## config.mk

```make
export PLATFORM = sky130hd
export DESIGN_NAME = wrap_updown_counter_flat
export DESIGN_NICKNAME = d
export VERILOG_FILES = /design/src/rtl/wrap_updown_counter_pkg.sv /design/src/rtl/wrap_updown_counter_if.sv /design/src/rtl/wrap_updown_counter_button_repeat.sv /design/src/rtl/wrap_updown_counter.sv /design/src/flat_wrapper.sv
export SDC_FILE = /design/constraint.sdc
export NUM_CORES = 1
export LEC_CHECK = 0
export BUFFER_PORTS_ARGS = -buffer_cell sky130_fd_sc_hd__buf_2
export CORE_MARGIN = 4
export CORE_UTILIZATION = 30
export CTS_BUF_LIST = sky130_fd_sc_hd__clkbuf_8
export DETAILED_ROUTE_END_ITERATION = 6
export GPL_TIMING_DRIVEN = 0
export HOLD_SLACK_MARGIN = 0.12
export SYNTH_ARGS = -nofsm -noshare
export SYNTH_HDL_FRONTEND = slang
export SYNTH_SLANG_ARGS = --single-unit
```

## constraint.sdc

```tcl
create_clock -name clk -period 3.65 [get_ports clk]
set_input_delay 0.1825 -clock clk [delete_from_list [all_inputs] [get_ports clk]]
set_output_delay 0.1825 -clock clk [all_outputs]
set_load 0.02 [all_outputs]
```

## src/rtl/wrap_updown_counter_pkg.sv

```systemverilog
// Shared clock-field definitions: repeat FSM states, button direction,
// calendar field bounds and a timer sizing helper.
package clock_pkg;

  typedef enum logic [1:0] {
    IDLE,
    HELD,
    REPEAT
  } rpt_state_e;

  typedef enum logic [1:0] {
    DIR_NONE,
    DIR_UP,
    DIR_DOWN
  } dir_e;

  localparam int YEAR_MIN    = 2025;
  localparam int YEAR_MAX    = 3025;
  localparam int MONTH_MIN   = 1;
  localparam int MONTH_MAX   = 12;
  localparam int HOUR_MIN    = 0;
  localparam int HOUR_MAX    = 23;
  localparam int MIN_SEC_MIN = 0;
  localparam int MIN_SEC_MAX = 59;

  function automatic int max_int(input int a, input int b);
    return (a > b) ? a : b;
  endfunction

  function automatic int timer_w(input int h, input int r);
    return $clog2(max_int(h, r) + 1);
  endfunction

endpackage

```

## src/rtl/wrap_updown_counter_if.sv

```systemverilog
// Control/status bundle of one wrapping clock field.
// master drives buttons, tick and load; slave is the counter.
interface wrap_updown_counter_if #(
  parameter int WIDTH = 14
);
  logic             manual_set;
  logic             up;
  logic             down;
  logic             tick;
  logic             load;
  logic [WIDTH-1:0] load_val;
  logic [WIDTH-1:0] value;
  logic             wrap_up;
  logic             wrap_down;
  logic             at_max;
  logic             at_min;

  modport master (
    output manual_set, up, down, tick, load, load_val,
    input  value, wrap_up, wrap_down, at_max, at_min
  );

  modport slave (
    input  manual_set, up, down, tick, load, load_val,
    output value, wrap_up, wrap_down, at_max, at_min
  );
endinterface

```

## src/rtl/wrap_updown_counter_button_repeat.sv

```systemverilog
// Press-and-hold auto-repeat for the up/down buttons.
// Emits one step on press, after HOLD_CYCLES, then every REPEAT_CYCLES.
module button_repeat
  import clock_pkg::*;
#(
  parameter int HOLD_CYCLES   = 4,
  parameter int REPEAT_CYCLES = 2
) (
  input  logic clk,
  input  logic rst,
  input  logic en,
  input  logic up,
  input  logic down,
  output logic step_up,
  output logic step_down
);

  localparam int TW = timer_w(HOLD_CYCLES, REPEAT_CYCLES);
  localparam logic [TW-1:0] HOLD_T = TW'(HOLD_CYCLES);
  localparam logic [TW-1:0] REP_T  = TW'(REPEAT_CYCLES);
  localparam logic [TW-1:0] T_ONE  = TW'(1);

  rpt_state_e    state_q, state_d;
  logic [TW-1:0] timer_q, timer_d;
  dir_e          dir_q, dir_d, dir;
  logic          fire;

  always_comb begin
    dir = DIR_NONE;
    unique case (1'b1)
      up && !down: dir = DIR_UP;
      down && !up: dir = DIR_DOWN;
      default:     dir = DIR_NONE;
    endcase
  end

  always_ff @(posedge clk or posedge rst) begin
    if (rst) begin
      state_q <= IDLE;
      timer_q <= '0;
      dir_q   <= DIR_NONE;
    end else begin
      state_q <= state_d;
      timer_q <= timer_d;
      dir_q   <= dir_d;
    end
  end

  // A direction change while held restarts the press sequence.
  always_comb begin
    state_d = state_q;
    timer_d = timer_q;
    dir_d   = dir_q;
    fire    = 1'b0;
    if (!en || dir == DIR_NONE) begin
      state_d = IDLE;
      timer_d = '0;
    end else if (state_q == IDLE || dir != dir_q) begin
      fire    = 1'b1;
      state_d = HELD;
      timer_d = T_ONE;
      dir_d   = dir;
    end else begin
      unique case (state_q)
        HELD: begin
          if (timer_q == HOLD_T) begin
            fire    = 1'b1;
            state_d = REPEAT;
            timer_d = T_ONE;
          end else begin
            timer_d = timer_q + T_ONE;
          end
        end
        REPEAT: begin
          if (timer_q == REP_T) begin
            fire    = 1'b1;
            timer_d = T_ONE;
          end else begin
            timer_d = timer_q + T_ONE;
          end
        end
        default: begin
          state_d = IDLE;
          timer_d = '0;
        end
      endcase
    end
  end

  assign step_up   = fire && (dir == DIR_UP);
  assign step_down = fire && (dir == DIR_DOWN);

endmodule

```

## src/rtl/wrap_updown_counter.sv

```systemverilog
// Bounded MIN..MAX counter with wrap pulses, run-mode tick advance
// and manual stepping/loading for a clock calendar field.
module wrap_updown_counter
  import clock_pkg::*;
#(
  parameter int WIDTH         = 14,
  parameter int MIN           = YEAR_MIN,
  parameter int MAX           = YEAR_MAX,
  parameter int RESET_VAL     = YEAR_MIN,
  parameter int HOLD_CYCLES   = 4,
  parameter int REPEAT_CYCLES = 2
) (
  input logic                  clk,
  input logic                  rst,
  wrap_updown_counter_if.slave bus
);

  localparam logic [WIDTH-1:0] LO    = WIDTH'(MIN);
  localparam logic [WIDTH-1:0] HI    = WIDTH'(MAX);
  localparam logic [WIDTH-1:0] RST_V = WIDTH'(RESET_VAL);
  localparam logic [WIDTH-1:0] ONE   = WIDTH'(1);

  logic             rpt_en;
  logic             step_up, step_down;
  logic             do_load, do_inc, do_dec;
  logic [WIDTH-1:0] clamped;
  logic [WIDTH-1:0] value_q, value_d;
  logic             wrap_up_q, wrap_up_d;
  logic             wrap_down_q, wrap_down_d;

  assign rpt_en = bus.manual_set & ~bus.load;

  button_repeat #(
    .HOLD_CYCLES  (HOLD_CYCLES),
    .REPEAT_CYCLES(REPEAT_CYCLES)
  ) u_rpt (
    .clk      (clk),
    .rst      (rst),
    .en       (rpt_en),
    .up       (bus.up),
    .down     (bus.down),
    .step_up  (step_up),
    .step_down(step_down)
  );

  always_comb begin
    do_load = 1'b0;
    do_inc  = 1'b0;
    do_dec  = 1'b0;
    if (!bus.manual_set) begin
      do_inc = bus.tick;
    end else if (bus.load) begin
      do_load = 1'b1;
    end else begin
      do_inc = step_up;
      do_dec = step_down;
    end
  end

  assign clamped = (bus.load_val > HI) ? HI :
                   (bus.load_val < LO) ? LO : bus.load_val;

  always_comb begin
    value_d     = value_q;
    wrap_up_d   = 1'b0;
    wrap_down_d = 1'b0;
    unique case (1'b1)
      do_load: value_d = clamped;
      do_inc: begin
        if (value_q == HI) begin
          value_d   = LO;
          wrap_up_d = 1'b1;
        end else begin
          value_d = value_q + ONE;
        end
      end
      do_dec: begin
        if (value_q == LO) begin
          value_d     = HI;
          wrap_down_d = 1'b1;
        end else begin
          value_d = value_q - ONE;
        end
      end
      default: value_d = value_q;
    endcase
  end

  always_ff @(posedge clk or posedge rst) begin
    if (rst) begin
      value_q     <= RST_V;
      wrap_up_q   <= 1'b0;
      wrap_down_q <= 1'b0;
    end else begin
      value_q     <= value_d;
      wrap_up_q   <= wrap_up_d;
      wrap_down_q <= wrap_down_d;
    end
  end

  assign bus.value     = value_q;
  assign bus.wrap_up   = wrap_up_q;
  assign bus.wrap_down = wrap_down_q;
  assign bus.at_max    = (value_q == HI);
  assign bus.at_min    = (value_q == LO);

endmodule

```

## src/flat_wrapper.sv

```systemverilog
// flat-port wrapper written by rule: the top's interface ports become plain ports
module wrap_updown_counter_flat import clock_pkg::*;
#(
  parameter int WIDTH         = 14,
  parameter int MIN           = YEAR_MIN,
  parameter int MAX           = YEAR_MAX,
  parameter int RESET_VAL     = YEAR_MIN,
  parameter int HOLD_CYCLES   = 4,
  parameter int REPEAT_CYCLES = 2
)
  (clk, rst, bus_manual_set, bus_up, bus_down, bus_tick, bus_load, bus_load_val, bus_value, bus_wrap_up, bus_wrap_down, bus_at_max, bus_at_min);
  wrap_updown_counter_if #(.WIDTH(WIDTH)) bus_i ();
  input logic clk;
  input logic rst;
  input wire logic [$bits(bus_i.manual_set)-1:0] bus_manual_set;
  input wire logic [$bits(bus_i.up)-1:0] bus_up;
  input wire logic [$bits(bus_i.down)-1:0] bus_down;
  input wire logic [$bits(bus_i.tick)-1:0] bus_tick;
  input wire logic [$bits(bus_i.load)-1:0] bus_load;
  input wire logic [$bits(bus_i.load_val)-1:0] bus_load_val;
  output wire logic [$bits(bus_i.value)-1:0] bus_value;
  output wire logic [$bits(bus_i.wrap_up)-1:0] bus_wrap_up;
  output wire logic [$bits(bus_i.wrap_down)-1:0] bus_wrap_down;
  output wire logic [$bits(bus_i.at_max)-1:0] bus_at_max;
  output wire logic [$bits(bus_i.at_min)-1:0] bus_at_min;
  assign bus_i.manual_set = bus_manual_set;
  assign bus_i.up = bus_up;
  assign bus_i.down = bus_down;
  assign bus_i.tick = bus_tick;
  assign bus_i.load = bus_load;
  assign bus_i.load_val = bus_load_val;
  assign bus_value = bus_i.value;
  assign bus_wrap_up = bus_i.wrap_up;
  assign bus_wrap_down = bus_i.wrap_down;
  assign bus_at_max = bus_i.at_max;
  assign bus_at_min = bus_i.at_min;
  wrap_updown_counter #(.WIDTH(WIDTH), .MIN(MIN), .MAX(MAX), .RESET_VAL(RESET_VAL), .HOLD_CYCLES(HOLD_CYCLES), .REPEAT_CYCLES(REPEAT_CYCLES)) u_core (.clk(clk), .rst(rst), .bus(bus_i));
endmodule
```

==> flow_summary.ini, run 1 <==
[global_routing]
grt_pass1_wl_mm = 10.01
antenna_found_initial = 0
grt_start_max_net_pins = 24
track_usage = 0.1456
grt_pass1_vias = 2047
grt-ovfl-total = 0

[sta]
rsz0062_at_grt = no
setup_viol = 0
skew_ns = 0.002730
tightest_slew_ns = 0.9443
hold_viol = 0
finalMaxSlewViolations = 0
period_share = 0.7207
fin_tns_setup_ns = 0
fmax_mhz = 380.1
fin_crit_ns = 2.631
relSlewSlack = 0.3698

[detailed_routing]
wirelength_mm = 6.155
vias = 2190
route.detailed.drc = 0
dr.pass1.iters = 4
wire_per_inst_um = 15.39
ant_nets = 0
drt_iter0_markers = 223
drt-vias-per-instance = 5.475

[hold_path]
hold_class = input port to async pin

[synth]
syn_inst = 262
ys_warn_count = 0
synth_area_sq_um = 2090
ys_ff_latch = 23
synthArstFlopShare = 1.000
synth_top_area_cell = dfrtp_1
ys_seq_area_frac = 0.2802
synth_top_area_share = 0.1796
ys_top_cells_by_area = dfrtp_1 (18%), dfstp_2 (10%), ha_1 (7.8%)
synth.distinct_cells = 58
syn-num-nets = 296
ys.flop_type = dfrtp_1
syn_area_per_cell_sq_um = 7.975
synth_edf_count = 0

[die]
design.die.area_sq_um = 8364
io_pins = 39
rows = 30
die_x_um = 91.46
core-area_sq_um = 6794
die_height_um = 91.46
initial_utilization = 0.3076

[job]
cap_viol_max_count = 0

[setup_path]
crit_fanout = 10
critPathMaxStageDelay_ns = 0.43
criticalPathCategory = register to register
path_buf_inv = 2
critPathLaunchType = register
required_ns = 3.85
cp_top_family = compound AO/OA/AOI/OAI gates
cp_slowest_cell = clkbuf_1
crit_chain = inv_1 -> ha_1 -> nand4b_1 -> a21oi_1 -> nor3_1 -> clkbuf_1 -> a2bb2oi_1 -> o31ai_1 -> a221o_1
cp-end-kind = register
cp_data_arrival_time_ns = 2.84

[place]
placed_cell_area_sq_um = 2400
portBuffers = 38
gp_congestion = 0.8669
hpwl_mm = 4.703

[cells_and_area]
multi_input_comb_area_sq_um = 1378
stdcell_area_sq_um = 2445
area_growth_pct = 17.01
ff_latch_area_sq_um = 585.6
nets = 339
final_cell_mix = buf_2 (40), nand2_1 (26), a21oi_1 (21)
layout-drive-gt1-share = 0.1908
n_fill_cell = 761
diodes = 0
final_common_cell = buf_2

[clock_network]
holdBufCountCts = 0
clk_pin_slew_ns = 0.09
cts_setup_buffers = 0
cts_max_path_buffers = 2
cts_buffers = 3
cts-root-buf = clkbuf_8
worstSkewPairLatency_ns = 0.27
cts_sinks = 23
cts_tree = yes
htreeDepth = 1
cts_resized = 0

[pwr]
power.density_nw_per_um2 = 348.9
power.leakage_nw = 1.053
vdd_drop_max_uv = 126.5

[outcome]
status = complete, no violations
[final timing paths]
kind / startpoint / endpoint / slack [ns] / depth (start not counted)
worst max-delay path: u_core.u_rpt.state_q[0] / u_core.bus.value[3] / 1.02 / 9
min in group clk: bus_load_val[8] / u_core.bus.value[8] / 0.20 / 3
max in group asynchronous: rst / u_core.bus.value[4] / 2.97 / 2
worst min-delay path: rst / u_core.u_rpt.dir_q[0] / 0.11 / 2
worst min register to register: u_core.u_rpt.dir_q[0] / u_core.u_rpt.dir_q[0] / 0.50 / 2
worst max register to register: u_core.u_rpt.state_q[0] / u_core.bus.value[3] / 1.02 / 9
[stage by stage]
step                 power, W  setup slack, ns    util  instances  hold slack, ns
finish              0.0008529            1.019  0.3599        400          0.1074
floorplan           0.0005809            1.290       -        262          0.1785
CTS                 0.0008562            1.034  0.3599        400          0.1486
global route        0.0009135           0.8824  0.3599        400          0.2286
global placement    0.0006820            1.002  0.3532        396          0.4368
detailed placement  0.0006887            1.017  0.3532        396          0.4485
[state kept, by name, summed over array words and instances, names as in the netlist]
signal / flops
u_core.bus.value: 14
u_core.bus.wrap_down: 1
u_core.bus.wrap_up: 1
u_core.u_rpt.dir_q: 2
u_core.u_rpt.state_q: 2
u_core.u_rpt.timer_q: 3
[cells in the mapped netlist (3+ instances only)]
cell       n
and2_1     7
a31oi_1    5
o31ai_1    3
nand2_1   26
dfrtp_1   15
nor3_1    12
nor2_1    20
xor2_1     3
and4_1     4
ha_1      13
nand2b_1   3
o21ai_0    4
nand3_1   10
nand4_1    7
a21oi_1   21
and3_1     4
clkbuf_1   9
xnor2_1    3
inv_1     16
o22a_1     3
a221oi_1   5
dfstp_2    8
o22ai_1    4
o221ai_1   3
nor4_1     7
a21o_1     4
[worst register-to-register path, stage by stage, from the launching register on]
cell	delay, ns
dfrtp_1	0.38
inv_1	0.07
ha_1	0.34
nand4b_1	0.16
a21oi_1	0.09
nor3_1	0.42
clkbuf_1	0.43
a2bb2oi_1	0.23
o31ai_1	0.12
a221o_1	0.32
[cell type report]
class / count / share of cell area
Buffer: 13 / 0.02712
Clock inverter: 1 / 0.001535
Clock buffer: 3 / 0.01689
Sequential cell: 23 / 0.2395
Tap cell: 96 / 0.04913
Timing Repair Buffer: 38 / 0.07779
Multi-Input combinational cell: 210 / 0.5635
Inverter: 16 / 0.02457
[kinds of logic (layout without fill, tap and decap cells)]
family | count (synthesis) | count (layout) | synth area share
and+or+nand+nor | 115 | 115 | 0.2994
AOI/OAI and AO/OA | 75 | 75 | 0.2521
buffers and inverters | 29 | 71 | 0.06048
DFF | 23 | 23 | 0.2802
adders and majority gates | 13 | 13 | 0.07785
xor gates and xnor gates | 6 | 6 | 0.02515
muxes | 1 | 1 | 0.004791
[metal layers]
metal | GRT usage | wire (um) | vias to the layer above
met4 | 0.06658 | 120 | 0
li1 | - | - | 1072
met3 | 0.02568 | 403 | 11
met5 | 0 | 0 | -
met2 | 0.2106 | 2669 | 78
met1 | 0.2079 | 2962 | 1029
[report_power, final]
group / switching [W] / total [W] / leakage, nW / internal [W]
Clock: 0.0000918 / 0.000167 / 0.0269 / 0.0000755
Combinational: 0.000220 / 0.000350 / 0.745 / 0.000129
Sequential: 0.0000342 / 0.000336 / 0.281 / 0.000302
Total: 0.000346 / 0.000853 / 1.05 / 0.000507
No activity file was read; power rests on OpenSTA's default activity.
==> inputs of run 2 (changes only) <==
Clock period 3.65 ns to 2.74 ns, I/O delays scaled along.
==> flow_summary.ini, run 2 (synthesized netlist as in run 1, its figures left out) <==
[outcome]
status = complete, no violations

[die]
io_pins = 39
die_x_um = 91.46
core-area_sq_um = 6794
rows = 30
design.die.area_sq_um = 8364
die_height_um = 91.46
initial_utilization = 0.3076

[global_routing]
use_met1 = 0.2084
use_met2 = 0.2118
track_usage = 0.1461
grt_pass1_wl_mm = 10.05
grt-ovfl-total = 0
antenna_found_initial = 0
use_met3 = 0.02568
grt_busiest_layer = met2
grt_pass1_vias = 2057
grt_start_max_net_pins = 24

[cells_and_area]
post-route-util = 0.3615
area_growth_pct = 17.55
final_common_cell = buf_2
largest_reg_flops = 14
n_fill_cell = 763
nets = 340
final_cell_mix = buf_2 (40), nand2_1 (26), a21oi_1 (21)
multi_input_comb_area_sq_um = 1378
diodes = 0
ff_latch_area_sq_um = 585.6
layout-drive-gt1-share = 0.1934

[sta]
hold_viol = 0
relSlewSlack = 0.3693
tightest_slew_ns = 0.9451
setup_viol = 0
fmax_mhz = 391.0
period_share = 0.9333
skew_ns = 0.003293
finalMaxSlewViolations = 0
rsz0062_at_grt = no
fin_crit_ns = 2.557
fin_tns_setup_ns = 0

[pwr]
clkPwrFrac = 0.195
power.total_w = 0.001138
pwr-share-comb = 0.411
power.density_nw_per_um2 = 463.3
p_int_w = 0.0006759
vdd_drop_max_uv = 169.1
power.leakage_nw = 1.060
p_seq_frac = 0.393
p_sw_w = 0.0004620
switching_share = 0.4060

[place]
gp_congestion = 0.8669
portBuffers = 38
hpwl_mm = 4.703

[detailed_routing]
route.detailed.drc = 0
drt_iter0_markers = 188
wirelength_mm = 6.178
drt-vias-per-instance = 5.486
vias = 2200
ant_nets = 0
dr.pass1.iters = 5
wire_per_inst_um = 15.41

[clock_network]
worstSkewPairLatency_ns = 0.27
cts_buffers = 3
clk_pin_slew_ns = 0.09
htreeDepth = 1
cts-root-buf = clkbuf_8
cts_tree = yes
cts_setup_buffers = 0
cts_sinks = 23
cts_max_path_buffers = 2

[setup_path]
critPathLaunchType = register
crit_fanout = 10
cp_data_arrival_time_ns = 2.76
cp-end-kind = register
required_ns = 2.94
criticalPathCategory = register to register

[hold_path]
hold_class = input port to register

[job]
cap_viol_max_count = 0
[run 2: area by class of cell]
cell class	instances	area share
multi-input cells	210	0.5609
flip-flops and latches	23	0.2384
repair buffers	39	0.08151
well taps	96	0.04890
plain buffers	13	0.02751
inverters	16	0.02445
clock buffers	3	0.01681
clock inverters	1	0.001528
[run 2: metrics by stage]
step / cell area [sq um] / std cells / hold WS (ns) / setup WS, ns
after floorplan: 2090 / 262 / 0.1330 / 0.3797
after CTS: 2455 / 401 / 0.1650 / 0.1242
after global routing: 2456 / 401 / 0.1831 / 0.02163
after detailed placement: 2400 / 396 / 0.4030 / 0.1527
after global placement: 2400 / 396 / 0.3913 / 0.1295
final: 2456 / 401 / 0.1548 / 0.1826
[run 2: what timing repair did]
action | CTS | global route
resized for setup | 0 | 2
hold endpoints to repair | 15 | 0
setup endpoints to repair | 0 | 1
hold buffers | 1 | 0
[run 2: power groups by stage]
stage / combinational [W] / sequential [W] / clock (W)
2_1_floorplan: 0.000281 / 0.000493 / 0
3_3_place_gp: 0.000456 / 0.000453 / 0
3_5_place_dp: 0.000463 / 0.000455 / 0
4_1_cts: 0.000466 / 0.000448 / 0.000227
5_1_grt: 0.000519 / 0.000455 / 0.000245
6_report: 0.000468 / 0.000448 / 0.000222
[run 2: metal layers]
metal / share of wire / vias up
li1: - / 1076
met1: 0.48 / 1024
met2: 0.43 / 91
met3: 0.074 / 9
met4: 0.014 / 0
met5: 0 / -
[run 2: final timing paths]
path / start / endpoint / slack [ns] / depth (start not counted)
max in group asynchronous: rst / u_core.bus.value[4] / 1.56 / 3
hold reg to reg: u_core.u_rpt.dir_q[0] / u_core.u_rpt.dir_q[0] / 0.50 / 2
setup / recovery: u_core.bus.value[5] / u_core.bus.value[3] / 0.18 / 8
hold / removal: bus_load_val[8] / u_core.bus.value[8] / 0.15 / 3
min in group asynchronous: rst / u_core.u_rpt.dir_q[0] / 0.61 / 3
setup reg to reg: u_core.bus.value[5] / u_core.bus.value[3] / 0.18 / 8
[run 2: critical path, stage by stage, from the launching register on]
cell,delay (ns)
dfstp_2,0.53
clkbuf_1,0.31
nor4bb_1,0.31
and4_1,0.23
clkbuf_1,0.34
a211oi_2,0.17
a21oi_1,0.19
o21ai_2,0.06
a221o_1,0.34
